`src/rtl/mina_fetch_unit_pkg.sv`:
```
// Shared types for the mina instruction fetch front end.
package mina_fetch_unit_pkg;

   typedef logic [31:0] u32_t;

   typedef struct packed {
      u32_t ia_plus_4;
      u32_t ir;
   } id_params_t;

   localparam u32_t IA_STEP = 32'd4;

   function automatic u32_t word_align(input u32_t a);
      return {a[31:2], 2'b00};
   endfunction

endpackage

```
`src/rtl/mina_fetch_unit_if.sv`:
```
// Fetch unit bus bundle: IMEM req/gnt/rvalid, redirect strobe and IF/ID handshake.
interface mina_fetch_unit_if;
   import mina_fetch_unit_pkg::*;

   logic       imem_req;
   u32_t       imem_addr;
   logic       imem_gnt;
   logic       imem_rvalid;
   u32_t       imem_rdata;
   logic       redirect_valid;
   u32_t       redirect_ia;
   logic       id_valid;
   logic       id_ready;
   id_params_t id_params;

   modport master (
      output imem_req, imem_addr, id_valid, id_params,
      input  imem_gnt, imem_rvalid, imem_rdata,
      input  redirect_valid, redirect_ia, id_ready
   );

   modport slave (
      input  imem_req, imem_addr, id_valid, id_params,
      output imem_gnt, imem_rvalid, imem_rdata,
      output redirect_valid, redirect_ia, id_ready
   );

endinterface

```
`src/rtl/mina_fetch_unit_fifo.sv`:
```
// Generic synchronous FIFO with clear; push and pop together are legal when full.
module mina_fifo #(
   parameter int WIDTH = 32,
   parameter int DEPTH = 4
) (
   input  logic                       clk,
   input  logic                       rst_n,
   input  logic                       push_i,
   input  logic [WIDTH-1:0]           wdata_i,
   input  logic                       pop_i,
   input  logic                       clear_i,
   output logic [WIDTH-1:0]           rdata_o,
   output logic [$clog2(DEPTH+1)-1:0] count_o,
   output logic                       empty_o,
   output logic                       full_o
);
   localparam int AW = $clog2(DEPTH);
   localparam int CW = $clog2(DEPTH+1);

   logic [WIDTH-1:0] mem_q [DEPTH];
   logic [AW-1:0]    wptr_q;
   logic [AW-1:0]    rptr_q;
   logic [CW-1:0]    cnt_q;
   logic             do_push;
   logic             do_pop;

   assign empty_o = (cnt_q == '0);
   assign full_o  = (cnt_q == CW'(DEPTH));
   assign count_o = cnt_q;
   assign rdata_o = mem_q[rptr_q];
   assign do_pop  = pop_i && !empty_o;
   assign do_push = push_i && (!full_o || do_pop);

   always_ff @(posedge clk or negedge rst_n) begin
      if (!rst_n) begin
         for (int i = 0; i < DEPTH; i++) mem_q[i] <= '0;
         wptr_q <= '0;
         rptr_q <= '0;
         cnt_q  <= '0;
      end else if (clear_i) begin
         wptr_q <= '0;
         rptr_q <= '0;
         cnt_q  <= '0;
      end else begin
         if (do_push) begin
            mem_q[wptr_q] <= wdata_i;
            wptr_q        <= wptr_q + AW'(1);
         end
         if (do_pop) rptr_q <= rptr_q + AW'(1);
         cnt_q <= cnt_q + CW'(do_push) - CW'(do_pop);
      end
   end

endmodule

```
`src/rtl/mina_fetch_unit.sv`:
```
// Instruction fetch front end: credit-limited IMEM issue, prefetch FIFO,
// redirect with squash of in-flight responses.
module mina_fetch_unit
   import mina_fetch_unit_pkg::*;
#(
   parameter u32_t RESET_IA        = 32'h0000_0000,
   parameter int   FIFO_DEPTH      = 4,
   parameter int   MAX_OUTSTANDING = 2
) (
   input logic               clk,
   input logic               rst_n,
   mina_fetch_unit_if.master fe
);
   localparam int OW = $clog2(MAX_OUTSTANDING+1);
   localparam int CW = $clog2(FIFO_DEPTH+1);

   u32_t          ia_q, ia_d;
   u32_t          resp_ia_q, resp_ia_d;
   logic [OW-1:0] live_q, live_d;
   logic [OW-1:0] stale_q, stale_d;
   logic [CW-1:0] fifo_cnt;
   logic          fifo_empty;
   logic          fifo_full;
   logic          credit_ok;
   logic          room_ok;
   logic          take;
   logic          resp;
   logic          resp_live;
   logic          push;
   logic          pop;
   id_params_t    push_data;
   id_params_t    head;

   // room_ok reserves a FIFO slot for every live request, so pushes never overflow
   assign credit_ok = (32'(live_q) + 32'(stale_q)) < 32'(MAX_OUTSTANDING);
   assign room_ok   = (32'(fifo_cnt) + 32'(live_q)) < 32'(FIFO_DEPTH);

   assign fe.imem_req  = rst_n && !fe.redirect_valid && credit_ok && room_ok;
   assign fe.imem_addr = ia_q;
   assign fe.id_valid  = !fifo_empty && !fe.redirect_valid;
   assign fe.id_params = head;

   assign take      = fe.imem_req && fe.imem_gnt;
   assign resp      = fe.imem_rvalid && (live_q != '0 || stale_q != '0);
   assign resp_live = resp && (stale_q == '0);
   assign push      = resp_live && !fe.redirect_valid;
   assign pop       = fe.id_valid && fe.id_ready;
   assign push_data = '{ia_plus_4: resp_ia_q + IA_STEP, ir: fe.imem_rdata};

   always_comb begin
      ia_d      = ia_q;
      resp_ia_d = resp_ia_q;
      live_d    = live_q;
      stale_d   = stale_q;
      if (fe.redirect_valid) begin
         ia_d      = word_align(fe.redirect_ia);
         resp_ia_d = word_align(fe.redirect_ia);
         stale_d   = stale_q + live_q - OW'(resp);
         live_d    = '0;
      end else begin
         if (take) ia_d = ia_q + IA_STEP;
         if (resp_live) resp_ia_d = resp_ia_q + IA_STEP;
         stale_d = stale_q - OW'(resp && !resp_live);
         live_d  = live_q + OW'(take) - OW'(resp_live);
      end
   end

   always_ff @(posedge clk or negedge rst_n) begin
      if (!rst_n) begin
         ia_q      <= RESET_IA;
         resp_ia_q <= RESET_IA;
         live_q    <= '0;
         stale_q   <= '0;
      end else begin
         ia_q      <= ia_d;
         resp_ia_q <= resp_ia_d;
         live_q    <= live_d;
         stale_q   <= stale_d;
      end
   end

   mina_fifo #(
      .WIDTH ($bits(id_params_t)),
      .DEPTH (FIFO_DEPTH)
   ) u_fifo (
      .clk     (clk),
      .rst_n   (rst_n),
      .push_i  (push),
      .wdata_i (push_data),
      .pop_i   (pop),
      .clear_i (fe.redirect_valid),
      .rdata_o (head),
      .count_o (fifo_cnt),
      .empty_o (fifo_empty),
      .full_o  (fifo_full)
   );

   rvalid_expected: assert property (@(posedge clk) disable iff (!rst_n)
      fe.imem_rvalid |-> (live_q != '0 || stale_q != '0));

   no_overflow: assert property (@(posedge clk) disable iff (!rst_n)
      push |-> (!fifo_full || pop));

   stale_bound: assert property (@(posedge clk) disable iff (!rst_n)
      (32'(live_q) + 32'(stale_q)) <= 32'(MAX_OUTSTANDING));

endmodule

```
`src/flat_wrapper.sv`:
```
// flat-port wrapper written by rule: the top's interface ports become plain ports
module mina_fetch_unit_flat import mina_fetch_unit_pkg::*;
#(
   parameter u32_t RESET_IA        = 32'h0000_0000,
   parameter int   FIFO_DEPTH      = 4,
   parameter int   MAX_OUTSTANDING = 2
)
  (clk, rst_n, fe_imem_req, fe_imem_addr, fe_id_valid, fe_id_params, fe_imem_gnt, fe_imem_rvalid, fe_imem_rdata, fe_redirect_valid, fe_redirect_ia, fe_id_ready);
  mina_fetch_unit_if fe_i ();
  input logic clk;
  input logic rst_n;
  output wire logic [$bits(fe_i.imem_req)-1:0] fe_imem_req;
  output wire logic [$bits(fe_i.imem_addr)-1:0] fe_imem_addr;
  output wire logic [$bits(fe_i.id_valid)-1:0] fe_id_valid;
  output wire logic [$bits(fe_i.id_params)-1:0] fe_id_params;
  input wire logic [$bits(fe_i.imem_gnt)-1:0] fe_imem_gnt;
  input wire logic [$bits(fe_i.imem_rvalid)-1:0] fe_imem_rvalid;
  input wire logic [$bits(fe_i.imem_rdata)-1:0] fe_imem_rdata;
  input wire logic [$bits(fe_i.redirect_valid)-1:0] fe_redirect_valid;
  input wire logic [$bits(fe_i.redirect_ia)-1:0] fe_redirect_ia;
  input wire logic [$bits(fe_i.id_ready)-1:0] fe_id_ready;
  assign fe_imem_req = fe_i.imem_req;
  assign fe_imem_addr = fe_i.imem_addr;
  assign fe_id_valid = fe_i.id_valid;
  assign fe_id_params = fe_i.id_params;
  assign fe_i.imem_gnt = fe_imem_gnt;
  assign fe_i.imem_rvalid = fe_imem_rvalid;
  assign fe_i.imem_rdata = fe_imem_rdata;
  assign fe_i.redirect_valid = fe_redirect_valid;
  assign fe_i.redirect_ia = fe_redirect_ia;
  assign fe_i.id_ready = fe_id_ready;
  mina_fetch_unit #(.RESET_IA(RESET_IA), .FIFO_DEPTH(FIFO_DEPTH), .MAX_OUTSTANDING(MAX_OUTSTANDING)) u_core (.clk(clk), .rst_n(rst_n), .fe(fe_i));
endmodule
```
`config.mk`:
```
export PLATFORM = sky130hd
export DESIGN_NAME = mina_fetch_unit_flat
export DESIGN_NICKNAME = d
export VERILOG_FILES = /design/src/rtl/mina_fetch_unit_pkg.sv /design/src/rtl/mina_fetch_unit_if.sv /design/src/rtl/mina_fetch_unit_fifo.sv /design/src/rtl/mina_fetch_unit.sv /design/src/flat_wrapper.sv
export SDC_FILE = /design/constraint.sdc
export NUM_CORES = 1
export LEC_CHECK = 0
export ABC_CLOCK_PERIOD_IN_PS = 6500
export BUFFER_PORTS_ARGS = -buffer_cell sky130_fd_sc_hd__clkbuf_2
export CAP_MARGIN = 20
export CORE_UTILIZATION = 65
export DETAILED_ROUTE_END_ITERATION = 10
export HOLD_SLACK_MARGIN = 0.08
export PLACE_DENSITY = 0.87
export SYNTH_ARGS = -nofsm -noshare
export SYNTH_HDL_FRONTEND = slang
export SYNTH_HIERARCHICAL = 1
export SYNTH_SLANG_ARGS = --single-unit
```
`constraint.sdc`:
```
create_clock -name clk -period 6.5 [get_ports clk]
set_input_delay 0.65 -clock clk [delete_from_list [all_inputs] [get_ports clk]]
set_output_delay 0.65 -clock clk [all_outputs]
set_load 0.005 [all_outputs]
```
Word level (Yosys, flattened, before mapping):

Index checks and enable logic that the tools add are counted.

* $add $sub $neg: 13
* $mul: 0
* div/mod/pow operators: 0
* order comparisons: 5
* equal/unequal tests: 1
* shifts and indexed selects: 0
* mux-type cells: 17
* bitwise logic cells: 3
* reductions and logical operators: 28

Operators by type and width (count)
* $bwmux 256: 1
* $mux 64: 3
* $bmux 64 s2: 1
* $demux 64 s2: 1
* $mux 32: 4
* $add 32x3->32 const B: 2
* $lt 32x2->1 const B: 1
* $lt 32x3->1 const B: 1
* $logic_and 1x1->1: 13
* $mux 2: 6
* $reduce_bool 2->1: 6
* $ge 3x3->1 const B: 2
* $not 2->3: 2
* $sub 2x1->2: 3
* $add 2x1->2 const B: 2
* $add 3x2->4: 1
* $logic_not 1->1: 4
* $add 2x2->3: 1
* $add 3x1->3: 1
* $eq 3x3->1 const B: 1
* $logic_not 3->1: 1
* $lt 3x1->1 const B: 1
* $mux 3: 1
* $sub 3x1->3: 1
* 6 further kinds: 7

* register bits: 331
* bits in latches: 0
* memory bits (writable): 0
* memory bits (read-only): 0
* bits of input ports: 70
* output and inout port bits: 98
* memories kept: 0

Logic depth before layout (Yosys ltp):

* word-level depth: 10
* mapped depth: 15
* depth with buffers taken out: 13

Modules after synthesis:

The synthesis kept the hierarchy.

By module, submodules not included
* mina_fifo: instances 1, cells each 665, area an instance 12221.7 sq um
* mina_fetch_unit: instances 1, cells each 570, area an instance 4742.0 sq um

Least setup slack after synthesis:

No wires, ideal clock.

* path kind: input-to-reg
* from: input fe_redirect_valid
* to: register u_core.u_fifo.cnt_q[2] (netlist: u_core/u_fifo/count_o[2])
* arrival time: 3.365 ns
* slack: 3.049 ns
* stages on the path: 14
* path buffers: 2
* path through: clkbuf_1 > buf_1 > nor2_1 > and2_1 > nor4b_4 > nand2b_1 > ha_1 > inv_1 > ha_1 > inv_1 > fa_1 > xor2_1 > and2_1 > nor3_1

* longest elaborated chain between the ends: 9

Ends and longest elaborated chain
* start, declared: RTL line flat_wrapper.sv:19 `input wire logic [$bits(fe_i.redirect_valid)-1:0] fe_redirect_valid;`
* $logic_not 1->1 *: RTL line mina_fetch_unit.sv:40 `assign fe.id_valid = !fifo_empty && !fe.redirect_valid;`
* $logic_and 1x1->1 *: RTL line mina_fetch_unit.sv:40
* named net fe_id_valid: RTL line flat_wrapper.sv:14 `output wire logic [$bits(fe_i.id_valid)-1:0] fe_id_valid;`
* $logic_and 1x1->1 *: RTL line mina_fetch_unit.sv:47 `assign pop = fe.id_valid && fe.id_ready;`
* named net u_core.pop: RTL line mina_fetch_unit.sv:30 `logic pop;`
* $logic_and 1x1->1 *: RTL line mina_fetch_unit_fifo.sv:31 `assign do_pop = pop_i && !empty_o;`
* $logic_or 1x1->1: RTL line mina_fetch_unit_fifo.sv:32 `assign do_push = push_i && (!full_o || do_pop);`
* $logic_and 1x1->1: RTL line mina_fetch_unit_fifo.sv:32
* $add 3x1->3: RTL line mina_fetch_unit_fifo.sv:50 `cnt_q <= cnt_q + CW'(do_push) - CW'(do_pop);`
* $sub 3x1->3 *: RTL line mina_fetch_unit_fifo.sv:50
* $mux 3 *: RTL line mina_fetch_unit_fifo.sv:40 `end else if (clear_i) begin`
* end signal, assigned: RTL line mina_fetch_unit_fifo.sv:50
* end, declared: RTL line mina_fetch_unit_fifo.sv:23 `logic [CW-1:0] cnt_q;`

Mark *: on every way through the listed nets, which the timed path passes. The rest lies on a longest branch.
A chain may end at the register's enable or synchronous reset.

Worst setup path in the final report:

* from: register u_core.stale_q[1]
* to: register u_core/u_fifo/mem_q[90] (netlist bit)

* longest elaborated chain between the ends: 7

Ends and longest elaborated chain
* start, declared: RTL line mina_fetch_unit.sv:20 `logic [OW-1:0] stale_q, stale_d;`
* start signal, assigned: RTL line mina_fetch_unit.sv:78 `stale_q <= stale_d;`
* $reduce_bool 2->1: RTL line mina_fetch_unit.sv:44 `assign resp = fe.imem_rvalid && (live_q != '0 || stale_q != '0);`
* $logic_or 1x1->1: RTL line mina_fetch_unit.sv:44
* $logic_and 1x1->1: RTL line mina_fetch_unit.sv:44
* $logic_and 1x1->1 *: RTL line mina_fetch_unit.sv:45 `assign resp_live = resp && (stale_q == '0);`
* $logic_and 1x1->1 *: RTL line mina_fetch_unit.sv:46 `assign push = resp_live && !fe.redirect_valid;`
* named net u_core.push: RTL line mina_fetch_unit.sv:29 `logic push;`
* $logic_and 1x1->1 *: RTL line mina_fetch_unit_fifo.sv:32
* $reduce_and 2->1 (no line) *
* end signal, assigned by index: RTL line mina_fetch_unit_fifo.sv:46 `mem_q[wptr_q] <= wdata_i;`
* end, declared: RTL line mina_fetch_unit_fifo.sv:20 `logic [WIDTH-1:0] mem_q [DEPTH];`

Marks and branches as above.

==> flow_metrics.env <==
export IMPL_crit_required_ps=6900
export IMPL_met2_usage=0.5017
export IMPL_fmax_ghz=0.2338
export IMPL_cts_root_buf="clkbuf_16"
export IMPL_final_common_cell="dfrtp_1"
export IMPL_fin_cells=1727
export IMPL_place_inst=1666
export IMPL_maxCapViolations=0
export IMPL_hp_class="in -> async"
export IMPL_relSlewSlack=0.2964
export IMPL_gr_usage_met1=0.4066
export IMPL_wl_per_cell_um=22.80
export IMPL_ant_nets=0
export IMPL_total_power_uw=4954
export IMPL_vdd_drop_max_mv=0.2458
export IMPL_viasPerCell=6.538
export IMPL_post_cts_setup_buffer_count=0
export IMPL_leakage_uw=0.008752
export IMPL_placementRows=58
export IMPL_drt_iter0_markers=1074
export IMPL_grt_use_total=0.3019
export IMPL_drive_gt1_frac=0.4030
export IMPL_tritoncts="done"
export IMPL_drt_total_wl_mm=39.38
export IMPL_dp_hpwl_mm=25.07
export IMPL_setup_viol=0
export IMPL_crit_fanout=25
export IMPL_outcome="completed"
export IMPL_grt_pass1_vias=11788
export IMPL_skew_ps=10.86
export IMPL_worstSkewPairLatency_ps=520
export IMPL_final_hold_viol_count=0
export IMPL_use_met3=0.05206
export IMPL_drt_first_pass_iters=6
export IMPL_grt_ovfl_total=0
export IMPL_period_needed_ps=4277
export IMPL_clk_path_buf_depth=3
export IMPL_nets=1460
export IMPL_antenna_found_initial=0
export IMPL_syn2layout_area_growth_pct=11.94
export IMPL_die_area_sq_mm=0.02674
export IMPL_syn_area_sq_mm=0.01696
export IMPL_dr_total_vias=11291
export IMPL_syn_area_per_cell_sq_um=13.74
export IMPL_coreArea_sq_mm=0.02540
export IMPL_clock_sinks=327
export IMPL_cts_resized=0
export IMPL_power_per_cell_area_mw_per_mm2=261.0
export IMPL_rsz0062_at_grt="no"
export IMPL_critical_path_class="reg -> reg"
export IMPL_tightest_slew_ps=1055
export IMPL_busiest_layer="met2"
export IMPL_fin_crit_sh=0.6580
export IMPL_start_util=0.6676
export IMPL_hold_buffers=0
export IMPL_startpoint_type="flop"
export IMPL_drc_errors=0
export IMPL_crit_arrival_ps=4680
export IMPL_finish_utilization=0.7473
export IMPL_die_h_um=163.5
export IMPL_gp_congestion=0.9117
export IMPL_grt_pass1_wl_mm=63.16
export IMPL_n_antenna_cell=0
export IMPL_numCtsBuffers=35
export IMPL_h_tree_depth=2
export IMPL_clk_pin_slew_ps=60
export IMPL_final_cell_mix="dfrtp_1, mux2_4, clkbuf_2"
export IMPL_yosysWarnings=6
export IMPL_io_buffers=163
export IMPL_fin_setup_tns_ps=0
export IMPL_boundaryPins=168
export IMPL_end_kind="flop"
export IMPL_synthesis_instances=1234
export IMPL_slew_viol_final=0
export IMPL_fillers=1523
export IMPL_grt_max_degree=196
export IMPL_dieWidth_um=163.5
## report_power, final
group	leakage (uW)	total (uW)	switching, uW	internal (uW)
logic	0.00383	749	361	388
clock network	0.000523	1890	808	1080
registers	0.00440	2310	141	2170
total	0.00875	4950	1310	3640
## registers in the layout, summed over array words and instances (netlist names)
register and count:
u_core/u_fifo/mem_q 256, u_core/fe.imem_addr 30, u_core/resp_ia_q 30, u_core/u_fifo/count_o 3, u_core/live_q 2, u_core/stale_q 2
u_core/u_fifo/rptr_q 2, u_core/u_fifo/wptr_q 2
## critical path, cell delays in order (launching register included)
cell and delay, ps:
dfrtp_1 470, nor3b_1 700, nand2_1 610, nor2_1 490
nand2_1 150, nor3_4 810, buf_4 510, mux2_2 410
## metrics by stage
stage	hold slack, ps	cell area, sq um	worst slack [ps]
final	75.66	18980	2223
after global routing	115.1	18980	1985
after CTS	90.50	18980	2318
after detailed placement	486.4	17910	2138
after global placement	461.7	17910	2263
after floorplan	354.4	16990	3050
## routing by layer
metal	share of wire	wire, um
met1	0.42	16380
met2	0.48	19060
met3	0.075	2940
met4	0.025	990
met5	0	0
## cell type report
cell class                      instances  area (sq um)  share of cell area
Clock buffer                           55          1021             0.05379
Clock inverter                          6         51.30            0.002703
Inverter                               23         86.33            0.004548
Multi-Input combinational cell        810          8273              0.4359
Sequential cell                       327          8188              0.4314
Tap cell                              330         412.9             0.02175
Timing Repair Buffer                  176         948.4             0.04997
## path summary, 6_finish.rpt
kind                       cells after the start                                 from                                    to  slack [ps]
min in group clk                               3                    fe_redirect_ia[2]       u_core/resp_ia_q[2]$_DFFE_PN0N_         370
max in group asynchronous                      2                                rst_n  u_core/u_fifo/mem_q[126]$_DFFE_PN0P_        4990
setup reg to reg                               7          u_core/stale_q[1]$_DFF_PN0_   u_core/u_fifo/mem_q[90]$_DFFE_PN0P_        2220
setup / recovery                               7          u_core/stale_q[1]$_DFF_PN0_   u_core/u_fifo/mem_q[90]$_DFFE_PN0P_        2220
hold / removal                                 1                                rst_n   u_core/u_fifo/mem_q[26]$_DFFE_PN0P_          80
hold reg to reg                                1  u_core/u_fifo/mem_q[73]$_DFFE_PN0P_   u_core/u_fifo/mem_q[73]$_DFFE_PN0P_         490
(Power assumes the default switching activity.)
